[config.mk]
export PLATFORM = sky130hd
export DESIGN_NAME = xor_cipher_engine
export DESIGN_NICKNAME = d
export VERILOG_FILES = /design/src/rtl/xor_cipher_engine.sv
export SDC_FILE = /design/constraint.sdc
export NUM_CORES = 1
export LEC_CHECK = 0
export BUFFER_PORTS_ARGS = -buffer_cell sky130_fd_sc_hd__clkbuf_2
export CAP_MARGIN = 20
export CORE_UTILIZATION = 53
export DETAILED_ROUTE_END_ITERATION = 8
export HOLD_SLACK_MARGIN = 0.15
export PLACE_DENSITY = 0.84
export SYNTH_ARGS = -nofsm -noshare
export SYNTH_HDL_FRONTEND = slang
export SYNTH_SLANG_ARGS = --single-unit
[constraint.sdc]
create_clock -name iClk -period 1.6 [get_ports iClk]
set_clock_uncertainty 0.05 [all_clocks]
set_input_delay 0.32 -clock iClk [delete_from_list [all_inputs] [get_ports iClk]]
set_output_delay 0.32 -clock iClk [all_outputs]
set_load 0.01 [all_outputs]
[src/rtl/xor_cipher_engine.sv]
// Serial XOR cipher: shift in a key and a message bit by bit, XOR the message
// with the replicated key, then shift the ciphertext out MSB first.
module xor_cipher_engine #(
  parameter int KEY_SIZE = 4,
  parameter int MSG_SIZE = 8
) (
  input  logic iClk,
  input  logic iRst,
  input  logic iEn,
  input  logic iData_in,
  input  logic iLoad_key,
  input  logic iLoad_msg,
  input  logic iMode,
  output logic oData_out,
  output logic oValid,
  output logic oDone_flag,
  output logic oBusy,
  output logic oKey_ready
);

  localparam int REP = MSG_SIZE / KEY_SIZE;
  localparam int KCW = $clog2(KEY_SIZE + 1);
  localparam int MCW = $clog2(MSG_SIZE + 1);

  // Stop elaboration on a key/message width combination that cannot tile.
  generate
    if (KEY_SIZE < 1 || MSG_SIZE < 1 || (MSG_SIZE % KEY_SIZE) != 0) begin : g_cfg_err
      $error("xor_cipher_engine: MSG_SIZE must be a positive multiple of KEY_SIZE");
    end
  endgenerate

  typedef enum logic [1:0] {S_IDLE, S_ENCRYPT, S_SHIFT, S_DONE} state_t;

  state_t                state_q, state_d;
  logic [KEY_SIZE-1:0]   key_q,   key_d;
  logic [KCW-1:0]        kcnt_q,  kcnt_d;
  logic [MSG_SIZE-1:0]   msg_q,   msg_d;
  logic [MCW-1:0]        mcnt_q,  mcnt_d;
  logic [MSG_SIZE-1:0]   ct_q,    ct_d;    // unsent ciphertext, next bit at MSB
  logic [MCW-1:0]        bcnt_q,  bcnt_d;  // ciphertext bits already presented
  logic                  dout_q,  dout_d;

  logic                  key_full;
  logic [MSG_SIZE-1:0]   akey;
  logic [MSG_SIZE-1:0]   ct_shl;

  assign key_full = (kcnt_q == KCW'(KEY_SIZE));
  assign akey     = {REP{key_q}};
  assign ct_shl   = ct_q << 1;

  // Next-state logic; everything holds when iEn is low.
  always_comb begin
    state_d = state_q;
    key_d   = key_q;
    kcnt_d  = kcnt_q;
    msg_d   = msg_q;
    mcnt_d  = mcnt_q;
    ct_d    = ct_q;
    bcnt_d  = bcnt_q;
    dout_d  = dout_q;
    if (iEn) begin
      case (state_q)
        S_IDLE: begin
          // Key load has priority; a simultaneous message bit is dropped.
          if (iLoad_key) begin
            key_d = (key_q << 1) | KEY_SIZE'(iData_in);
            if (!key_full) kcnt_d = kcnt_q + 1'b1;
          end else if (iLoad_msg && key_full) begin
            msg_d  = (msg_q << 1) | MSG_SIZE'(iData_in);
            mcnt_d = mcnt_q + 1'b1;
            if (mcnt_q == MCW'(MSG_SIZE - 1)) state_d = S_ENCRYPT;
          end
        end
        S_ENCRYPT: begin
          ct_d   = msg_q ^ akey;
          dout_d = ct_d[MSG_SIZE-1];
          bcnt_d = MCW'(1);
          mcnt_d = '0;
          // Rolling mode rotates the key after each use.
          if (iMode) key_d = (key_q << 1) | (key_q >> (KEY_SIZE - 1));
          state_d = S_SHIFT;
        end
        S_SHIFT: begin
          if (bcnt_q == MCW'(MSG_SIZE)) begin
            dout_d  = 1'b0;
            bcnt_d  = '0;
            state_d = S_DONE;
          end else begin
            ct_d   = ct_shl;
            dout_d = ct_shl[MSG_SIZE-1];
            bcnt_d = bcnt_q + 1'b1;
          end
        end
        default: begin
          dout_d  = 1'b0;
          state_d = S_IDLE;
        end
      endcase
    end
  end

  // State registers with synchronous reset that overrides the enable.
  always_ff @(posedge iClk) begin
    if (iRst) begin
      state_q <= S_IDLE;
      key_q   <= '0;
      kcnt_q  <= '0;
      msg_q   <= '0;
      mcnt_q  <= '0;
      ct_q    <= '0;
      bcnt_q  <= '0;
      dout_q  <= 1'b0;
    end else begin
      state_q <= state_d;
      key_q   <= key_d;
      kcnt_q  <= kcnt_d;
      msg_q   <= msg_d;
      mcnt_q  <= mcnt_d;
      ct_q    <= ct_d;
      bcnt_q  <= bcnt_d;
      dout_q  <= dout_d;
    end
  end

  assign oData_out  = dout_q;
  assign oValid     = (state_q == S_SHIFT);
  assign oDone_flag = (state_q == S_DONE);
  assign oBusy      = (state_q != S_IDLE);
  assign oKey_ready = key_full;

endmodule

Yosys cells after proc, flatten, opt, wreduce, memory -nomap -nowiden
Index checks and enable logic that the tools add are counted.
{"block": "totals", "reg_bits": 33, "word_cells": 61}
{"block": "op_classes", "n_addsub": 3, "n_eq_ne": 13, "muxes": 17, "n_bitwise": 7, "n_reduce_logical": 13}
{"operator": "4-bit case mux with 2 select lines", "n": 3}
{"operator": "4-bit two-way mux", "n": 5}
{"operator": "4-bit AND reduction", "n": 4}
{"operator": "7-bit case mux with 2 select lines", "n": 1}
{"operator": "2-bit inequality test, second input constant", "n": 6}
{"operator": "4-bit by 1-bit adder with 4-bit output, second input constant", "n": 2}
{"operator": "2-bit two-way mux", "n": 4}
{"operator": "4-bit by 1-bit OR with 4-bit output", "n": 2}
{"operator": "8-bit by 1-bit OR with 8-bit output", "n": 1}
{"operator": "8-bit XOR", "n": 1}
{"operator": "7-bit two-way mux", "n": 1}
{"operator": "2-bit case mux with 3 select lines", "n": 1}
{"operator": "2-bit nonzero test", "n": 3}
{"operator": "5-bit AND reduction", "n": 1}
{"operator": "2-bit == test, second input constant", "n": 2}
{"operator": "4-bit by 3-bit == test with 1-bit output, second input constant", "n": 1}
{"operator": "4-bit == test, second input constant", "n": 1}
{"operator": "2-bit AND reduction", "n": 2}
{"operator": "3-bit by 1-bit adder with 3-bit output, second input constant", "n": 1}
{"operator": "3-bit == test, second input constant", "n": 1}
{"operator": "1-bit NOT", "n": 3}
{"operator": "1-bit case mux with 3 select lines", "n": 1}
{"operator": "3-bit AND reduction", "n": 1}
{"operator": "2-bit by 1-bit == test with 1-bit output, second input constant", "n": 1}
{"operator": "other kinds (4)", "n": 4}

Logic depth before layout (Yosys ltp)
Gate-level depths: netlist of run 1.
{"block": "logic_depth", "word_depth": 5, "depth_mapped": 7, "depth_no_buf": 6}

Least setup slack after synthesis of run 1
No wires, ideal clock.
{"block": "synth_path", "kind": "register -> register", "start": "register state_q[0]", "end": "register ct_q[1]", "t_arrival_ps": 1463, "required_ps": 1422, "path_slack_ps": -40, "stages_incl_launch_ff": 8, "n_path_buf": 2, "synth_period_minus_slack_ps": 1640, "path_cell_list": "dfxtp_1 -> inv_1 -> ha_1 -> buf_2 -> clkbuf_1 -> o21ai_0 -> mux2i_1 -> nor2_1"}
{"block": "synth_via", "elab_chain_len": 3}
{"element": "start, declared", "line": "34", "source": "state_t state_q, state_d;"}
{"element": "start signal, assigned", "line": "114", "source": "state_q <= state_d;"}
{"element": "2-bit == test (*)"}
{"element": "via oValid", "line": "15", "source": "output logic oValid,"}
{"element": "2-bit inequality test (no source line) / 2-bit nonzero test (equally long branches)"}
{"element": "3-bit AND reduction (no source line)"}
{"element": "end signal, assigned", "line": "119", "source": "ct_q <= ct_d;"}
{"element": "end, declared", "line": "39", "source": "logic [MSG_SIZE-1:0] ct_q, ct_d;"}
The timed path passes the listed nets; every way through them passes the cells marked *.
A chain may end at the register's enable or synchronous reset.

Worst setup path in the final report of run 1
{"block": "layout_path", "start": "register state_q[1]", "end": "output port oBusy"}
{"block": "layout_via", "elab_chain_len": 1}
{"element": "2-bit nonzero test", "line": "128", "source": "assign oBusy = (state_q != S_IDLE);"}
{"element": "end, declared", "line": "17", "source": "output logic oBusy,"}
Every way passes these cells.

==> impl_metrics.ini, run 1 <==
[grt]
antenna_violations_before_repair = 0
grt_pass1_vias = 1315
grt_max_degree = 23
gr-usage-all-layers_pct = 22.3
grt-ovfl-total = 0
grt_first_pass_wirelength_um = 5700

[layout]
drive_above_1_share_pct = 32.0
antenna_cells = 0
fill_cells = 235
area_growth_pct = 29.4
final_nets = 247
register_area_um2 = 672
multi_input_area_um2 = 1030
finalInstanceArea_um2 = 2200

[critical_path]
worst-path-max-fanout = 6
cpPeakStageDelay_ps = 380
worst_path_most_repeated_cell = buf_6
crit_slowest_cell = dfxtp_4
worst-endpoint-required_ps = 1230
worst_reg2reg_setup_slack_ps = 10
worst_setup_path_start_kind = register
worstPathArrival_ps = 1230
worst_path_dominant_cell_family = flip-flops
timing.critical_path.buf_inv = 4
critical_path.cell_chain = inv_4 -> ha_4 -> inv_2 -> buf_6 -> buf_6
criticalPathCategory = reg -> out
critical_path.endpoint_type = primary output

[clock_tree]
cts_hold_buffers = 0
cts_num_sinks = 33
insertion_delay_ps = 330
tritoncts = done
cts_max_path_buffers = 2
tritoncts.num_buffers = 5
clock_tree.htree_level_count = 2
clkSlewWorstSetupHoldPaths_ps = 100
cell_at_the_root_of_the_clock_tree = clkbuf_4

[detailed_routing]
detail_route.vias_per_cell = 5.29
drt_first_pass_iters = 4
drcViolationCount = 0
dr.first_iter.drc_count = 61
route.vias.total = 1455
route.detailed.wl_per_inst_um = 13.0
route.antenna.remaining_nets = 0
wl_um = 3580

[floorplanning]
die_h_um = 58.6
placeableCoreArea_um2 = 3050
floorplan.initialDensity_pct = 55.6
io_pins = 12
die_area_um2 = 3430
placement_rows = 20
die_width_um = 58.6

[synth]
synth-main-ff-cell = dfxtp_1
yosys_register_bits = 33
synthesis.area_per_instance_um2 = 8.88
mapped_nets = 208
synth-seq-area-share_pct = 38.9
synth_async_sr_flop_share_pct = 0
yosysTopAreaCell = dfxtp_1
largest_cells_by_area_after_synthesis = dfxtp_1 (39%), mux2i_1 (12%), ha_1 (7.4%), nor2_1 (6.2%), xnor2_1 (4.1%)
yosys.area.top_type_share_pct = 38.9
synth_edf_count = 0
ys.warnings.count = 0
synth_cells = 191
post_synth_num_cell_types = 37
syn-cell-area_um2 = 1700

[job]
maxCapViolCount = 0

[sta]
fin_crit_sh_pct = 100
clock.fmax_ghz = 0.624
layout_setup_ws_ps = -2.71
report.final.setup_viol = 1
setup_repair_after_global_routing_missed_its_margin = yes
sum_of_negative_setup_slack_ps = -2.71
tightestPinTransition_ps = 306
drv_slew = 0
timing_hold_violations_final = 0
max-slew-margin-rel_pct = 79.6
min_period_ps = 1600

[status]
run_status = complete, but fails checks
violations = setup timing

[pwr]
worst_ir_drop_on_vdd_mv = 0.751
power-per-cell-area_nw_per_um2 = 617
total_leakage_power_nw = 0.879
fin_total_pwr_w = 0.00135

[place]
dp_hpwl_um = 2440
routabilityCongestion = 0.834
post_dp_cell_area_um2 = 1960
minimum_setup_slack_after_placement_ps = -48.9
io_buffers = 11

[worst_hold_path]
min_path_type = in -> reg
final cells by class:
cell class              instances  area share, %
inverters                      14           2.62
flip-flops and latches         33           30.6
multi-input cells             136           46.9
well taps                      44           2.51
clock inverters                 2          0.456
repair buffers                 40           15.0
clock buffers                   6           1.88
layer usage:
layer  track usage, %  up-vias  share of wire [%]
li1                 -      736                  -
met1             27.0      694                 45
met2             37.8       18                 51
met3             6.81        7                2.5
met4             7.14        0                1.5
met5                0        -                  0
cells in the final DEF (no fill, tap or decap), drive strengths merged, types with 2 or more instances in the layout:
master	instances
dfxtp	33
buf	31
nor2	28
mux2i	21
clkbuf	15
inv	14
nand2	13
o21ai	11
ha	10
xnor2	8
nand3	6
a21oi	6
nor3	3
nand4	3
and3	3
nor2b	3
a31oi	2
xor2	2
clkinv	2
o41ai	2
cells in the mapped netlist, drive strengths merged (2+ instances only):
cell    instances
a21oi           6
a31oi           2
and3            3
buf             4
clkbuf          4
dfxtp          33
ha             10
inv            14
mux2i          21
nand2          13
nand3           6
nand4           3
nor2           28
nor2b           3
nor3            3
o21ai          11
o41ai           2
xnor2           8
xor2            2
cells by family (layout without fill, tap and decap cells):
logic type               after synthesis  in the layout  share of synthesized area, %
adder cells (fa/ha/maj)               10             10                          7.37
buffers and inverters                 22             62                          5.09
flip-flops                            33             33                          38.9
XOR/XNOR                              10             10                          5.16
AND/OR/NAND/NOR                       64             64                          18.0
multiplexers                          22             22                          13.1
AO/OA/AOI/OAI                         30             30                          12.4
worst paths after layout:
path | cells past startpoint | end | from
worst max-delay path | 5 | oBusy | state_q[1]
worst min-delay path | 3 | msg_q[0] | iData_in
worst max register to register | 6 | bcnt_q[2] | bcnt_q[0]
worst min register to register | 2 | mcnt_q[3] | mcnt_q[3]
where the power goes:
| part | internal, W | total, W | leakage (nW) | switching, W |
|---|---|---|---|---|
| Clock | 0.000167 | 0.000445 | 0.0320 | 0.000278 |
| Sequential | 0.000823 | 0.000829 | 0.269 | 0.00000516 |
| Combinational | 0.0000363 | 0.0000810 | 0.578 | 0.0000447 |
| Total | 0.00103 | 0.00135 | 0.879 | 0.000328 |
repair_timing:
action / CTS / global route
setup endpoints to repair: 13 / 26
buffers inserted: 4 / 4
gates resized for setup: 13 / 20
pin swaps: 5 / 7
metrics by stage:
step / cells / hold slack, ps / utilization, %
2_1_floorplan: 191 / 398 / -
3_3_place_gp: 259 / 404 / 64.2
3_5_place_dp: 259 / 426 / 64.2
4_1_cts: 271 / 174 / 68.8
5_1_grt: 275 / 194 / 71.9
6_report: 275 / 194 / 71.9
worst reg2reg max path: cells and delay by family (launching register included):
kind                       cells  cell delay, ps
DFF                            1             350
adders and majority gates      1             140
AOI/OAI and AO/OA              1             120
and+or+nand+nor                3             830
buffers and inverters          1              50
registers in the layout, indices dropped and copies added (netlist names):
signal     flops
mcnt_q         4
kcnt_q         3
key_q          4
msg_q          8
ct_q           7
bcnt_q         4
state_q        2
oData_out      1
No activity file was read; power rests on OpenSTA's default activity.
==> run 2, diff against run 1 <==
Settings changed: RECOVER_POWER from default to 50.
==> run 2 against run 1 <==
Compared with the run above: the run still ends with setup timing left; register-to-register slack hardly changed; design area about the same; non-clock buffer count did not move; flip-flop and latch count did not move.
==> impl_metrics.ini, run 2 (same netlist as run 1, synthesis figures left out) <==
[status]
run_status = complete, but fails checks
violations = setup timing

[clock_tree]
tritoncts = done
clock_tree.htree_level_count = 2
cell_at_the_root_of_the_clock_tree = clkbuf_4
cts_hold_buffers = 0
cts_max_path_buffers = 2
cts_num_sinks = 33
tritoncts.num_buffers = 5
insertion_delay_ps = 330
clkSlewWorstSetupHoldPaths_ps = 100

[pwr]
netSwitchingPower_w = 0.000327
internal_power_w = 0.00103
worst_ir_drop_on_vdd_mv = 0.751
pwr-share-clk_pct = 32.8
power.sequential.fraction_pct = 61.2
share_comb_of_total_power_pct = 6.0
total_leakage_power_nw = 0.875
fraction_of_power_spent_switching_nets_pct = 24.2
power-per-cell-area_nw_per_um2 = 617

[place]
post_dp_cell_area_um2 = 1960
routabilityCongestion = 0.834
dp_hpwl_um = 2440
place_inst = 259
io_buffers = 11

[floorplanning]
io_pins = 12
placement_rows = 20
die_width_um = 58.6
placeableCoreArea_um2 = 3050
die_area_um2 = 3430
floorplan.initialDensity_pct = 55.6
die_h_um = 58.6

[sta]
setup_repair_after_global_routing_missed_its_margin = yes
drv_slew = 0
report.final.setup_viol = 1
min_period_ps = 1600
fin_crit_sh_pct = 100
timing_hold_violations_final = 0
layout_setup_ws_ps = -1.58
sum_of_negative_setup_slack_ps = -1.58
max-slew-margin-rel_pct = 79.6
tightestPinTransition_ps = 306
clock.fmax_ghz = 0.624

[critical_path]
cp-startpoint = state_q[1]
timing.reg2reg.worst_path_depth = 6
worst-endpoint-required_ps = 1230
worst_setup_path_start_kind = register
critical_path.endpoint_type = primary output
worstPathArrival_ps = 1230
worst_r2r_startpoint = bcnt_q[0]
worst-path-max-fanout = 6
crit_slowest_cell = dfxtp_4
timing.rr.end = bcnt_q[2]
cpPeakStageDelay_ps = 380
criticalPathCategory = reg -> out
endpoint = oBusy
worst_reg2reg_setup_slack_ps = 10
worst_path_most_repeated_cell = buf_6
critical_path.cell_chain = inv_4 -> ha_4 -> inv_2 -> buf_6 -> buf_6

[detailed_routing]
route.detailed.wl_per_inst_um = 13.0
route.antenna.remaining_nets = 0
drt_first_pass_iters = 4
detail_route.vias_per_cell = 5.30
wl_um = 3580
route.vias.total = 1458
drcViolationCount = 0
dr.first_iter.drc_count = 61

[job]
maxCapViolCount = 0

[layout]
layoutNonFillerInstCount = 275
largest_register_ffs = 8
drive_above_1_share_pct = 31.6
core_util_final_pct = 71.9
finalInstanceArea_um2 = 2190
largest_register_by_flop_count = msg_q
area_growth_pct = 29.4
final_nets = 247
antenna_cells = 0
mostFrequentLayoutCells = nor2_1 (28), dfxtp_1 (28), buf_4 (24)
biggestRegsByFlops = msg_q: 8 flops, ct_q: 7 flops

[grt]
gr-usage-all-layers_pct = 22.3
grt_pass1_vias = 1315
grt_first_pass_wirelength_um = 5700
grt-ovfl-total = 0
grt_max_degree = 23
antenna_violations_before_repair = 0

[worst_hold_path]
min_path_type = in -> reg
hold_path_depth = 3
[run 2: cell counts in the layout (fill, tap and decap cells not counted)]
Identical to the previous run, type by type.
[run 2: layer usage]
metal | vias up | global-route usage (%) | part of all wire (%)
met5 | - | 0 | 0
met1 | 697 | 27.0 | 46
met3 | 7 | 6.81 | 2.6
li1 | 736 | - | -
met2 | 18 | 37.8 | 50
met4 | 0 | 7.14 | 1.5
[run 2: power groups by stage]
stage | clock (W) | sequential (W) | combinational, W
2_1_floorplan | 0 | 0.000849 | 0.0000461
3_3_place_gp | 0 | 0.000850 | 0.0000726
3_5_place_dp | 0 | 0.000850 | 0.0000750
4_1_cts | 0.000465 | 0.000831 | 0.0000776
5_1_grt | 0.000504 | 0.000830 | 0.0000888
6_report | 0.000445 | 0.000829 | 0.0000811
[run 2: through the flow]
stage          setup WS, ps  total power [W]  hold WS, ps
3_3_place_gp          -1.64         0.000922          404
2_1_floorplan          11.9         0.000895          398
6_report              -1.58          0.00135          195
4_1_cts               -63.7          0.00137          174
3_5_place_dp          -48.9         0.000925          426
5_1_grt               -66.9          0.00142          194
[run 2: what timing repair did]
item,in CTS,in global routing
hold endpoints to repair,0,0
setup endpoints to repair,13,26
pin swaps,5,7
buffers inserted,4,4
gates resized for setup,13,20
[run 2: cell type report]
| class | instances | area, um^2 |
|---|---|---|
| repair buffers | 40 | 329 |
| inverters | 14 | 57.6 |
| flip-flops and latches | 33 | 672 |
| multi-input cells | 136 | 1030 |
| fillers | 236 | 858 |
| clock inverters | 2 | 10.0 |
| well taps | 44 | 55.1 |
| clock buffers | 6 | 41.3 |
[run 2: worst min path at each step]
| stage | from | to | slack, ps |
|---|---|---|---|
| after floorplan | mcnt_q[3] | mcnt_q[3] | 400 |
| after global placement | mcnt_q[3] | mcnt_q[3] | 400 |
| after detailed placement | mcnt_q[3] | mcnt_q[3] | 430 |
| after CTS | iData_in | msg_q[0] | 170 |
| after global routing | iData_in | msg_q[0] | 190 |
| final | iData_in | msg_q[0] | 190 |
[run 2: worst max-delay path: cells and delay by family, from the launching register on]
kind | cells | cell delay [ps]
buffers and inverters | 4 | 350
flip-flops | 1 | 380
adder cells (fa/ha/maj) | 1 | 170
==> run 3, diff against run 2 <==
Settings changed: GPL_TIMING_DRIVEN from default to 0.
==> run 3 against run 2 <==
Compared with the run above: the run still ends with setup timing left; count of clock-buffer cells in the layout stayed put; utilization is 0.70 points lower; design area is 0.97% lower; critical path depth grew 1; routed wire length increased by 16%; combinational power hardly changed; largest cell class unchanged; highest routed layer unchanged.
==> impl_metrics.ini, run 3 (same netlist as run 1, synthesis figures left out) <==
[status]
run_status = complete, but fails checks
violations = setup timing

[pwr]
worst_ir_drop_on_vdd_mv = 0.574
total_leakage_power_nw = 0.844
power-per-cell-area_nw_per_um2 = 633

[layout]
area_growth_pct = 28.1
largest_register_ffs = 8
biggestRegsByFlops = msg_q: 8 flops, ct_q: 7 flops
antenna_cells = 0
fill_cells = 233
drive_above_1_share_pct = 31.2
largest_register_by_flop_count = msg_q
core_util_final_pct = 71.2
finalInstanceArea_um2 = 2170
final_nets = 247
layoutNonFillerInstCount = 275
mostFrequentLayoutCells = nor2_1 (28), dfxtp_1 (27), mux2i_1 (20), buf_4 (20), nand2_1 (13)
final_common_cell = nor2_1

[place]
place_inst = 245
routabilityCongestion = 0.836
post_dp_cell_area_um2 = 1810
dp_hpwl_um = 2340
io_buffers = 10

[critical_path]
worst_r2r_startpoint = kcnt_q[0]
criticalPathCategory = reg -> reg
cp-startpoint = kcnt_q[0]
critical_path.endpoint_type = register
cpPeakStageDelay_ps = 340
crit_slowest_cell = dfxtp_2
worst_path_dominant_cell_family = compound AO/OA/AOI/OAI gates
timing.critical_path.buf_inv = 1
worst-path-max-fanout = 4
critical_path.cell_chain = inv_2 -> ha_4 -> and4b_2 -> a41o_1 -> nand3_2 -> o41ai_2
worstPathArrival_ps = 1860
worst-endpoint-required_ps = 1800
worst_setup_path_start_kind = register

[clock_tree]
cts_max_path_buffers = 2
cell_at_the_root_of_the_clock_tree = clkbuf_4
clock_tree.htree_level_count = 2
clkSlewWorstSetupHoldPaths_ps = 100
tritoncts.num_buffers = 5
insertion_delay_ps = 340
tritoncts = done
cts_num_sinks = 33
cts_hold_buffers = 0

[detailed_routing]
drt_first_pass_iters = 4
wl_um = 4140
route.antenna.remaining_nets = 0
detail_route.vias_per_cell = 5.50
route.vias.total = 1513
dr.first_iter.drc_count = 119
route.detailed.wl_per_inst_um = 15.0
drcViolationCount = 0

[floorplanning]
floorplan.initialDensity_pct = 55.6
die_width_um = 58.6
die_h_um = 58.6
placement_rows = 20
die_area_um2 = 3430
placeableCoreArea_um2 = 3050
io_pins = 12

[sta]
setup_repair_after_global_routing_missed_its_margin = yes
min_period_ps = 1660
layout_setup_ws_ps = -55.4
fin_crit_sh_pct = 103
timing_hold_violations_final = 0
report.final.setup_viol = 6
clock.fmax_ghz = 0.604
drv_slew = 0
max-slew-margin-rel_pct = 66.6
tightestPinTransition_ps = 501

[worst_hold_path]
min_path_type = in -> reg
holdCritStartpoint = iData_in

[grt]
grt-ovfl-total = 0
grt_pass1_vias = 1346
antenna_violations_before_repair = 0
gr-usage-all-layers_pct = 24.7
grt_first_pass_wirelength_um = 6110
grt_max_degree = 11

[job]
maxCapViolCount = 0
[run 3: changes by cell type in the layout (fill, tap and decap cells not counted), moves of 2 or more]
cell / previous run / this run
inv_2: 4 / 6
inv_1: 8 / 6
buf_12: 3 / 1
buf_4: 24 / 20
clkbuf_1: 2 / 8
[run 3: tightest hold or removal path: cells and delay by family]
family | cells | cell delay (ps)
buffers and inverters | 1 | 90
AND/OR/NAND/NOR | 1 | 70
multiplexers | 1 | 60
[run 3: worst paths after layout]
path | end | slack, ps | depth (start not counted)
max | state_q[0] | -60 | 6
min | msg_q[0] | 180 | 3
max reg2reg | state_q[0] | -60 | 6
min reg2reg | mcnt_q[3] | 430 | 2
[run 3: layout make-up]
cell class | count | area, um^2 | area share [%]
Multi-Input combinational cell | 136 | 1060 | 48.8
Sequential cell | 33 | 673 | 31.0
Timing Repair Buffer | 32 | 228 | 10.5
Inverter | 14 | 58.8 | 2.71
Tap cell | 44 | 55.1 | 2.53
Buffer | 8 | 47.5 | 2.19
Clock buffer | 6 | 41.3 | 1.90
Clock inverter | 2 | 10.0 | 0.461
[run 3: layer usage]
layer  wire length [um]  global-route usage (%)
met2               2050                    40.2
met4                140                    14.6
met3                189                    6.37
met5                  0                       0
met1               1760                    29.3
[run 3: stage by stage]
step | setup TNS (ps) | worst slack, ps | power [W] | hold WS [ps]
2_1_floorplan | 0 | 11.9 | 0.000895 | 398
3_3_place_gp | -2400 | -181 | 0.000914 | 411
3_5_place_dp | -3150 | -179 | 0.000916 | 416
4_1_cts | -24.1 | -24.1 | 0.00136 | 180
5_1_grt | -905 | -151 | 0.00141 | 166
6_report | -101 | -55.4 | 0.00138 | 178
[run 3: power by group]
group,internal (W),leakage [nW],total (W),switching [W]
registers,0.000824,0.270,0.000829,0.00000525
logic,0.0000347,0.542,0.0000814,0.0000467
clock network,0.000167,0.0320,0.000466,0.000299
total,0.00103,0.844,0.00138,0.000351
[run 3: repair_timing]
action | 4_1_cts | 5_1_grt
resized for setup | 23 | 19
setup endpoints to repair | 29 | 27
pin swaps | 6 | 9
buffers inserted | 14 | 7
cloned | 1 | 0
hold endpoints to repair | 0 | 0
